$ cat config.mk
export PLATFORM = sky130hd
export DESIGN_NAME = io_dev_arbiter_flat
export DESIGN_NICKNAME = d
export VERILOG_FILES = /design/src/rtl/io_dev_arbiter_pkg.sv /design/src/rtl/io_dev_arbiter_if.sv /design/src/rtl/io_out_lane.sv /design/src/rtl/io_dev_arbiter.sv /design/src/flat_wrapper.sv
export SDC_FILE = /design/constraint.sdc
export NUM_CORES = 1
export LEC_CHECK = 0
export CORE_MARGIN = 5
export CORE_UTILIZATION = 50
export CTS_CLUSTER_DIAMETER = 80
export DETAILED_ROUTE_END_ITERATION = 8
export HOLD_SLACK_MARGIN = 0.05
export PLACE_DENSITY = 0.8
export SETUP_SLACK_MARGIN = 0.05
export SYNTH_ARGS = -nofsm -noshare
export SYNTH_HDL_FRONTEND = slang
export SYNTH_SLANG_ARGS = --single-unit
$ cat constraint.sdc
create_clock -name clk -period 4.6 [get_ports clk]
set_input_delay 0.69 -clock clk [delete_from_list [all_inputs] [get_ports clk]]
set_output_delay 0.69 -clock clk [all_outputs]
set_load 0.02 [all_outputs]
$ cat src/rtl/io_dev_arbiter_pkg.sv
// Shared definitions for the I/O device arbiter: character width, device
// indices and the input/output FSM state encodings.
package io_dev_arbiter_pkg;

   localparam int CHAR_W = 5;
   typedef logic [CHAR_W-1:0] char_t;

   // Reader indices (input side)
   localparam logic RDR_PHOTO = 1'b0;
   localparam logic RDR_HOST  = 1'b1;

   // Writer indices (output side)
   localparam int WR_PRINTER = 0;
   localparam int WR_PUNCH   = 1;

   typedef enum logic [1:0] {I_IDLE, I_WAIT, I_VAL, I_DROP} in_state_t;
   typedef enum logic [1:0] {O_IDLE, O_SEND, O_ACK, O_REL} out_state_t;

   // One-hot ready vector for a single reader index
   function automatic logic [1:0] dev_bit(input logic idx);
      return idx ? 2'b10 : 2'b01;
   endfunction

endpackage

$ cat src/rtl/io_dev_arbiter_if.sv
// Handshake bundle between the arbiter, the I/O unit, the devices and the panel.
interface io_dev_arbiter_if;
   import io_dev_arbiter_pkg::*;

   // I/O unit, input direction
   logic       input_rdy_from_io;
   logic       input_val_to_io;
   char_t      input_data_to_io;
   // I/O unit, output direction
   logic       output_rdy_from_io;
   char_t      output_data_from_io;
   logic       output_ack_to_io;
   // Readers
   logic [1:0] in_rdy_to_dev;
   logic [1:0] in_val_from_dev;
   char_t      in_data_from_dev0;
   char_t      in_data_from_dev1;
   // Writers
   logic [1:0] out_rdy_to_dev;
   char_t      out_data_to_dev;
   logic [1:0] out_ack_from_dev;
   // Panel
   logic [1:0] in_enable_from_pnl;
   logic [1:0] out_enable_from_pnl;
   logic       clear_fault_from_pnl;
   logic [1:0] out_fault_to_pnl;
   logic       in_busy_to_pnl;
   logic       out_busy_to_pnl;

   // Arbiter side
   modport master (
      input  input_rdy_from_io, output_rdy_from_io, output_data_from_io,
             in_val_from_dev, in_data_from_dev0, in_data_from_dev1,
             out_ack_from_dev, in_enable_from_pnl, out_enable_from_pnl,
             clear_fault_from_pnl,
      output input_val_to_io, input_data_to_io, output_ack_to_io,
             in_rdy_to_dev, out_rdy_to_dev, out_data_to_dev,
             out_fault_to_pnl, in_busy_to_pnl, out_busy_to_pnl
   );

   // Environment side (I/O unit, devices, panel)
   modport slave (
      output input_rdy_from_io, output_rdy_from_io, output_data_from_io,
             in_val_from_dev, in_data_from_dev0, in_data_from_dev1,
             out_ack_from_dev, in_enable_from_pnl, out_enable_from_pnl,
             clear_fault_from_pnl,
      input  input_val_to_io, input_data_to_io, output_ack_to_io,
             in_rdy_to_dev, out_rdy_to_dev, out_data_to_dev,
             out_fault_to_pnl, in_busy_to_pnl, out_busy_to_pnl
   );

endinterface

$ cat src/rtl/io_out_lane.sv
// Per-writer bookkeeping: 'done' for the character in flight and a sticky
// timeout fault flag. done_next is the done bit including this cycle's ack,
// so the output FSM can decide completion in the same cycle.
module io_out_lane (
   input  logic clk,
   input  logic resetn,
   input  logic mask,          // writer takes part in the current character
   input  logic ack,           // writer acknowledge
   input  logic sending,       // output FSM is in O_SEND
   input  logic release_done,  // O_REL is being left: forget done
   input  logic timeout,       // watchdog expired this cycle
   input  logic clear_fault,   // panel clear pulse
   output logic done_next,
   output logic fault
);

   logic done;
   logic fault_set;

   // Acks from writers outside the mask never count
   assign done_next = done | (sending & mask & ack);
   assign fault_set = timeout & mask & ~done_next;

   // Track completion and latch the sticky fault; a coincident set beats clear
   always_ff @(posedge clk) begin
      // NOTE: non-blocking assignments so every register samples pre-edge values.
      if (!resetn) begin
         done  <= 1'b0;
         fault <= 1'b0;
      end else begin
         done  <= release_done ? 1'b0 : done_next;
         fault <= fault_set | (fault & ~clear_fault);
      end
   end

endmodule

$ cat src/rtl/io_dev_arbiter.sv
// Arbitrates two character readers onto the I/O unit's input channel
// (round-robin) and broadcasts the I/O unit's output characters to the
// enabled writers, with a watchdog that faults writers which never ack.
// The two directions are fully independent FSMs.
module io_dev_arbiter
   import io_dev_arbiter_pkg::*;
#(
   parameter int TIMEOUT_CYCLES = 1024,
   parameter int TO_W           = 11     // >= clog2(TIMEOUT_CYCLES)+1
) (
   input logic              clk,
   input logic              resetn,
   io_dev_arbiter_if.master bus
);

   // Last watchdog value before expiry: the increment on this cycle reaches TIMEOUT_CYCLES
   localparam logic [TO_W-1:0] WD_LAST = TO_W'(TIMEOUT_CYCLES - 1);

   // ---------------- input side ----------------
   in_state_t  i_state;
   logic       last_grant;
   logic       grant;
   logic       pick;
   logic [1:0] in_rdy_q;
   logic       in_val_q;
   char_t      in_data_q;
   logic       in_busy_q;
   char_t      sel_data;

   assign sel_data = (grant == RDR_PHOTO) ? bus.in_data_from_dev0 : bus.in_data_from_dev1;

   // Prefer the reader that was not served last; fall back to the only enabled one
   always_comb begin
      // NOTE: default assigned first so no latch is inferred.
      pick = last_grant;
      if (bus.in_enable_from_pnl[~last_grant]) pick = ~last_grant;
   end

   // Input FSM: grant a reader, capture its character, offer it to the I/O unit
   always_ff @(posedge clk) begin
      if (!resetn) begin
         i_state    <= I_IDLE;
         last_grant <= RDR_HOST;
         grant      <= RDR_PHOTO;
         in_rdy_q   <= '0;
         in_val_q   <= 1'b0;
         in_data_q  <= '0;
         in_busy_q  <= 1'b0;
      end else begin
         case (i_state)
            I_IDLE: if (bus.input_rdy_from_io && (bus.in_enable_from_pnl != 2'b00)) begin
               grant     <= pick;
               in_rdy_q  <= dev_bit(pick);
               in_busy_q <= 1'b1;
               i_state   <= I_WAIT;
            end
            I_WAIT: if (!bus.in_enable_from_pnl[grant] || !bus.input_rdy_from_io) begin
               in_rdy_q  <= '0;
               in_busy_q <= 1'b0;
               i_state   <= I_IDLE;
            end else if (bus.in_val_from_dev[grant]) begin
               in_rdy_q  <= '0;
               in_val_q  <= 1'b1;
               in_data_q <= sel_data;
               i_state   <= I_VAL;
            end
            I_VAL: if (!bus.input_rdy_from_io) begin
               in_val_q  <= 1'b0;
               in_data_q <= '0;
               i_state   <= I_DROP;
            end
            I_DROP: if (!bus.in_val_from_dev[grant]) begin
               last_grant <= grant;
               in_busy_q  <= 1'b0;
               i_state    <= I_IDLE;
            end
            default: i_state <= I_IDLE;
         endcase
      end
   end

   assign bus.in_rdy_to_dev    = in_rdy_q;
   assign bus.input_val_to_io  = in_val_q;
   assign bus.input_data_to_io = in_data_q;
   assign bus.in_busy_to_pnl   = in_busy_q;

   // ---------------- output side ----------------
   out_state_t      o_state;
   logic [1:0]      mask;
   logic [TO_W-1:0] wdog;
   logic [1:0]      out_rdy_q;
   char_t           out_data_q;
   logic            out_ack_q;
   logic            out_busy_q;
   logic [1:0]      done_next;
   logic [1:0]      fault;
   logic            sending;
   logic            release_done;
   logic            wd_fire;

   assign sending      = (o_state == O_SEND);
   assign release_done = (o_state == O_REL) && ((bus.out_ack_from_dev & mask) == 2'b00);
   assign wd_fire      = sending && (wdog == WD_LAST) && (done_next != mask);

   io_out_lane u_lane_printer (
      .clk         (clk),
      .resetn      (resetn),
      .mask        (mask[WR_PRINTER]),
      .ack         (bus.out_ack_from_dev[WR_PRINTER]),
      .sending     (sending),
      .release_done(release_done),
      .timeout     (wd_fire),
      .clear_fault (bus.clear_fault_from_pnl),
      .done_next   (done_next[WR_PRINTER]),
      .fault       (fault[WR_PRINTER])
   );

   io_out_lane u_lane_punch (
      .clk         (clk),
      .resetn      (resetn),
      .mask        (mask[WR_PUNCH]),
      .ack         (bus.out_ack_from_dev[WR_PUNCH]),
      .sending     (sending),
      .release_done(release_done),
      .timeout     (wd_fire),
      .clear_fault (bus.clear_fault_from_pnl),
      .done_next   (done_next[WR_PUNCH]),
      .fault       (fault[WR_PUNCH])
   );

   // Output FSM: snapshot enables, broadcast until every masked writer acks or the watchdog expires
   always_ff @(posedge clk) begin
      if (!resetn) begin
         o_state    <= O_IDLE;
         mask       <= '0;
         wdog       <= '0;
         out_rdy_q  <= '0;
         out_data_q <= '0;
         out_ack_q  <= 1'b0;
         out_busy_q <= 1'b0;
      end else begin
         case (o_state)
            O_IDLE: if (bus.output_rdy_from_io) begin
               mask       <= bus.out_enable_from_pnl;
               out_data_q <= bus.output_data_from_io;
               out_busy_q <= 1'b1;
               if (bus.out_enable_from_pnl != 2'b00) begin
                  wdog      <= '0;
                  out_rdy_q <= bus.out_enable_from_pnl;
                  o_state   <= O_SEND;
               end else begin
                  // No writer enabled: the character is swallowed
                  out_ack_q <= 1'b1;
                  o_state   <= O_ACK;
               end
            end
            O_SEND: begin
               wdog <= wdog + 1'b1;
               if (done_next == mask) begin
                  out_rdy_q <= '0;
                  out_ack_q <= 1'b1;
                  o_state   <= O_ACK;
               end else if (wd_fire) begin
                  // Silent writers drop out so O_REL does not wait on them
                  mask      <= mask & done_next;
                  out_rdy_q <= '0;
                  out_ack_q <= 1'b1;
                  o_state   <= O_ACK;
               end else begin
                  out_rdy_q <= mask & ~done_next;
               end
            end
            O_ACK: if (!bus.output_rdy_from_io) begin
               out_ack_q <= 1'b0;
               o_state   <= O_REL;
            end
            O_REL: if (release_done) begin
               out_data_q <= '0;
               out_busy_q <= 1'b0;
               o_state    <= O_IDLE;
            end
            default: o_state <= O_IDLE;
         endcase
      end
   end

   assign bus.out_rdy_to_dev   = out_rdy_q;
   assign bus.out_data_to_dev  = out_data_q;
   assign bus.output_ack_to_io = out_ack_q;
   assign bus.out_busy_to_pnl  = out_busy_q;
   assign bus.out_fault_to_pnl = fault;

endmodule

$ cat src/flat_wrapper.sv
// flat-port wrapper written by rule: the top's interface ports become plain ports
module io_dev_arbiter_flat import io_dev_arbiter_pkg::*;
#(
   parameter int TIMEOUT_CYCLES = 1024,
   parameter int TO_W           = 11                                  
)
  (clk, resetn, bus_input_rdy_from_io, bus_output_rdy_from_io, bus_output_data_from_io, bus_in_val_from_dev, bus_in_data_from_dev0, bus_in_data_from_dev1, bus_out_ack_from_dev, bus_in_enable_from_pnl, bus_out_enable_from_pnl, bus_clear_fault_from_pnl, bus_input_val_to_io, bus_input_data_to_io, bus_output_ack_to_io, bus_in_rdy_to_dev, bus_out_rdy_to_dev, bus_out_data_to_dev, bus_out_fault_to_pnl, bus_in_busy_to_pnl, bus_out_busy_to_pnl);
  io_dev_arbiter_if bus_i ();
  input logic clk;
  input logic resetn;
  input wire logic [$bits(bus_i.input_rdy_from_io)-1:0] bus_input_rdy_from_io;
  input wire logic [$bits(bus_i.output_rdy_from_io)-1:0] bus_output_rdy_from_io;
  input wire logic [$bits(bus_i.output_data_from_io)-1:0] bus_output_data_from_io;
  input wire logic [$bits(bus_i.in_val_from_dev)-1:0] bus_in_val_from_dev;
  input wire logic [$bits(bus_i.in_data_from_dev0)-1:0] bus_in_data_from_dev0;
  input wire logic [$bits(bus_i.in_data_from_dev1)-1:0] bus_in_data_from_dev1;
  input wire logic [$bits(bus_i.out_ack_from_dev)-1:0] bus_out_ack_from_dev;
  input wire logic [$bits(bus_i.in_enable_from_pnl)-1:0] bus_in_enable_from_pnl;
  input wire logic [$bits(bus_i.out_enable_from_pnl)-1:0] bus_out_enable_from_pnl;
  input wire logic [$bits(bus_i.clear_fault_from_pnl)-1:0] bus_clear_fault_from_pnl;
  output wire logic [$bits(bus_i.input_val_to_io)-1:0] bus_input_val_to_io;
  output wire logic [$bits(bus_i.input_data_to_io)-1:0] bus_input_data_to_io;
  output wire logic [$bits(bus_i.output_ack_to_io)-1:0] bus_output_ack_to_io;
  output wire logic [$bits(bus_i.in_rdy_to_dev)-1:0] bus_in_rdy_to_dev;
  output wire logic [$bits(bus_i.out_rdy_to_dev)-1:0] bus_out_rdy_to_dev;
  output wire logic [$bits(bus_i.out_data_to_dev)-1:0] bus_out_data_to_dev;
  output wire logic [$bits(bus_i.out_fault_to_pnl)-1:0] bus_out_fault_to_pnl;
  output wire logic [$bits(bus_i.in_busy_to_pnl)-1:0] bus_in_busy_to_pnl;
  output wire logic [$bits(bus_i.out_busy_to_pnl)-1:0] bus_out_busy_to_pnl;
  assign bus_i.input_rdy_from_io = bus_input_rdy_from_io;
  assign bus_i.output_rdy_from_io = bus_output_rdy_from_io;
  assign bus_i.output_data_from_io = bus_output_data_from_io;
  assign bus_i.in_val_from_dev = bus_in_val_from_dev;
  assign bus_i.in_data_from_dev0 = bus_in_data_from_dev0;
  assign bus_i.in_data_from_dev1 = bus_in_data_from_dev1;
  assign bus_i.out_ack_from_dev = bus_out_ack_from_dev;
  assign bus_i.in_enable_from_pnl = bus_in_enable_from_pnl;
  assign bus_i.out_enable_from_pnl = bus_out_enable_from_pnl;
  assign bus_i.clear_fault_from_pnl = bus_clear_fault_from_pnl;
  assign bus_input_val_to_io = bus_i.input_val_to_io;
  assign bus_input_data_to_io = bus_i.input_data_to_io;
  assign bus_output_ack_to_io = bus_i.output_ack_to_io;
  assign bus_in_rdy_to_dev = bus_i.in_rdy_to_dev;
  assign bus_out_rdy_to_dev = bus_i.out_rdy_to_dev;
  assign bus_out_data_to_dev = bus_i.out_data_to_dev;
  assign bus_out_fault_to_pnl = bus_i.out_fault_to_pnl;
  assign bus_in_busy_to_pnl = bus_i.in_busy_to_pnl;
  assign bus_out_busy_to_pnl = bus_i.out_busy_to_pnl;
  io_dev_arbiter #(.TIMEOUT_CYCLES(TIMEOUT_CYCLES), .TO_W(TO_W)) u_core (.clk(clk), .resetn(resetn), .bus(bus_i));
endmodule
==> flow_summary.yaml <==
run_status:
  status: "finished, final reports clean"
sta:
  skew_ns: 0.00313
  final.setup.tns_ns: 0
  tightest_slew_ns: 0.975
  max_freq_mhz: 365
  rsz0062_at_grt: "no"
  hold_viol_final: 0
  report.final.setup_viol: 0
  relSlewSlack: 0.347
  whs_ns: 0.478
  slew_viol_final: 0
  post-route-min-period_ns: 2.74
  period_share: 0.596
clock_network:
  clkLatencyLatePin_ns: 0.29
  clk_path_buf_depth: 2
  cts_inserted_buffers: 5
  cts_resized: 0
  root_buffer: "clkbuf_8"
  clock-sinks: 41
  clk_pin_slew_ns: 0.08
  cts_tree: "built"
  cts_max_level: 2
  postCtsSetupBuffers: 0
  ctsHoldBuffers: 0
logic_synthesis:
  syn_area_per_cell_um2: 8.71
  yosysTopAreaCell: "dfxtp_1"
  syn_nets: 277
  synth_top_family_by_area: "compound AO/OA/AOI/OAI gates"
  synth_cells: 240
  synth_top_cell_area_share: 0.393
  ys_async_sr_fraction: 0
  synth_area_mm2: 0.00209
  yosys.area_share.simple: 0.167
  synthMuxAreaShare: 0.0455
  synth.distinct_cells: 48
  ys_ff_latch: 41
  yosys.area_share.xor_xnor: 0.0377
  synth_compound_area_frac: 0.240
  synth_area_leaders: "dfxtp_1 (39%), ha_1 (5.4%), nor2_1 (4.9%)"
  synth-adder-area-share: 0.0539
  ys_seq_area_frac: 0.393
  ys_warn_count: 0
  synth_edf_count: 0
  dominantRegCellSynth: "dfxtp_1"
grt:
  antenna_found_initial: 0
  grt_max_degree: 16
  grt_pass1_vias: 1724
  track_usage: 0.175
  grt_pass1_wl_um: 7640
  gr-total-overflow: 0
worst_hold_path:
  min_from: "u_core.bus.input_data_to_io[0]"
  min_to: "u_core.bus.input_data_to_io[0]"
  hold_class: "reg2reg"
  holdPathStages: 2
finish:
  nets: 320
  area_delta_synth_final_pct: 26.9
  most-common-layout-cells: "clkdlybuf4s50_1 (47), dfxtp_1 (41), nor2_1 (27), a21oi_1 (20), nand2_1 (19)"
  final_layout_size_suffix_gt1_frac: 0.0810
  n_antenna_cell: 0
  final_common_cell: "clkdlybuf4s50_1"
routing:
  antenna_left: 0
  wl_per_cell_um: 14.1
  dr_total_vias: 1869
  wl_um: 4710
  drt_iter0_drc: 93
  drt_first_pass_iters: 4
  drc: 0
  vias_per_cell: 5.60
setup_path:
  rr_endpoint: "u_core.mask[0]"
  crit_buf_inv: 2
  path_cells: "clkdlybuf4s50_1 -> a31oi_1 -> inv_1 -> ha_1 -> o21ai_0 -> o41ai_1 -> a21oi_1 -> a211oi_1"
  timing.critical_path.fanout_max: 4
  cp_data_required_time_ns: 4.80
  cp_data_arrival_time_ns: 2.94
  reg2reg_slack_ns: 1.90
  slowest_delay_ns: 0.55
  crit_slowest_cell: "o41ai_1"
  critPathLaunchType: "input pin"
  rr_worst_depth: 9
  end_kind: "flip-flop"
  cp_top_family: "compound AO/OA/AOI/OAI gates"
  crit_type: "in2reg"
  r2r-start: "u_core.o_state[1]"
place:
  place_hpwl_um: 3540
  gp_congestion: 0.768
  io_buffers: 47
die:
  fp.dieH_um: 74.6
  die_w_um: 74.6
  dieArea_mm2: 0.00557
  start_util: 0.519
  num_io_pins: 48
  num_rows: 23
  fp.coreArea_mm2: 0.00403
power:
  leakage_nw: 0.963
  ir_drop_mv: 0.357
  pwr_density_cell_mw_per_mm2: 419
run:
  drv_cap: 0
registers in the layout, indices dropped and copies added, names as in the netlist, named ones only:
name	flops
u_core.u_lane_printer.fault	1
u_core.last_grant	1
u_core.wdog	11
u_core.u_lane_printer.done	1
u_core.bus.out_busy_to_pnl	1
u_core.bus.input_data_to_io	5
u_core.bus.out_rdy_to_dev	2
u_core.u_lane_punch.done	1
u_core.bus.in_busy_to_pnl	1
u_core.bus.out_data_to_dev	5
u_core.i_state	1
u_core.bus.output_ack_to_io	1
u_core.u_lane_punch.fault	1
u_core.bus.input_val_to_io	1
u_core.grant	1
u_core.mask	2
u_core.bus.in_rdy_to_dev	2
u_core.o_state	2
layer usage:
layer | part of all wire | global-route usage | vias up
met2 | 0.49 | 0.298 | 31
met4 | 0.0091 | 0.0514 | 0
li1 | - | - | 944
met3 | 0.042 | 0.0467 | 4
met1 | 0.45 | 0.218 | 890
met5 | 0 | 0 | -
final cells by class:
cell class                 instances  area, um2
sequential                        41        821
inverter                          18       67.6
multi-input combinational        169       1140
clock inverter                     3       17.5
timing repair buffer              48        478
fill                             347       1380
clock buffer                       5       68.8
tap                               50       62.6
per-stage QoR:
step / instance area [um2] / total power, mW / std cells / setup WS, ns / util
floorplan: 2090 / 0.750 / 240 / 2.30 / -
global placement: 2560 / 0.873 / 326 / 1.78 / 0.637
detailed placement: 2560 / 0.886 / 326 / 1.62 / 0.637
CTS: 2650 / 1.12 / 334 / 1.89 / 0.658
global route: 2650 / 1.19 / 334 / 1.73 / 0.658
finish: 2650 / 1.11 / 334 / 1.86 / 0.658
worst register-to-register path, delay by kind of cell, from the launching register on:
family / cells / cell delay, ns
flip-flops: 1 / 0.38
AO/OA/AOI/OAI: 5 / 1.47
adder cells (fa/ha/maj): 2 / 0.61
buffers and inverters: 2 / 0.17
logic make-up after synthesis:
group	after synthesis
buf+inv	30
compound gates	70
fa+ha+maj	9
simple gates	72
mux	9
flops	41
xor+xnor	9
worst max path at each step:
| stage | start | to | slack, ns | depth (start not counted) |
|---|---|---|---|---|
| CTS | bus_out_ack_from_dev[1] | u_core.mask[0] | 1.89 | 8 |
| global route | u_core.o_state[1] | u_core.mask[1] | 1.73 | 9 |
| global placement | bus_out_ack_from_dev[1] | u_core.mask[1] | 1.78 | 8 |
| finish | bus_out_ack_from_dev[1] | u_core.mask[0] | 1.86 | 8 |
| detailed placement | bus_out_ack_from_dev[1] | u_core.mask[0] | 1.62 | 8 |
| floorplan | u_core.o_state[1] | u_core.mask[0] | 2.30 | 10 |
cell usage after synthesis, drive strengths merged, types with 2 or more instances:
cell,instances
clkbuf,5
a31oi,2
ha,9
nor3b,2
a2111o,2
or4,2
a22oi,6
nor2,27
a2111oi,3
o22ai,6
xnor2,9
o21a,2
o221a,3
nand2b,2
a21oi,20
dfxtp,41
nor2b,2
nand2,19
o211ai,3
buf,7
a211oi,6
nand3,6
inv,18
o21ai,9
or2,3
and2,3
mux2i,8
report_power, final:
part / leakage, nW / internal [mW] / switching, mW / total (mW)
Clock: 0.0439 / 0.105 / 0.125 / 0.229
Sequential: 0.334 / 0.405 / 0.0476 / 0.453
Combinational: 0.585 / 0.189 / 0.240 / 0.429
Total: 0.963 / 0.699 / 0.412 / 1.11
Power figures use the tool's default switching activity.
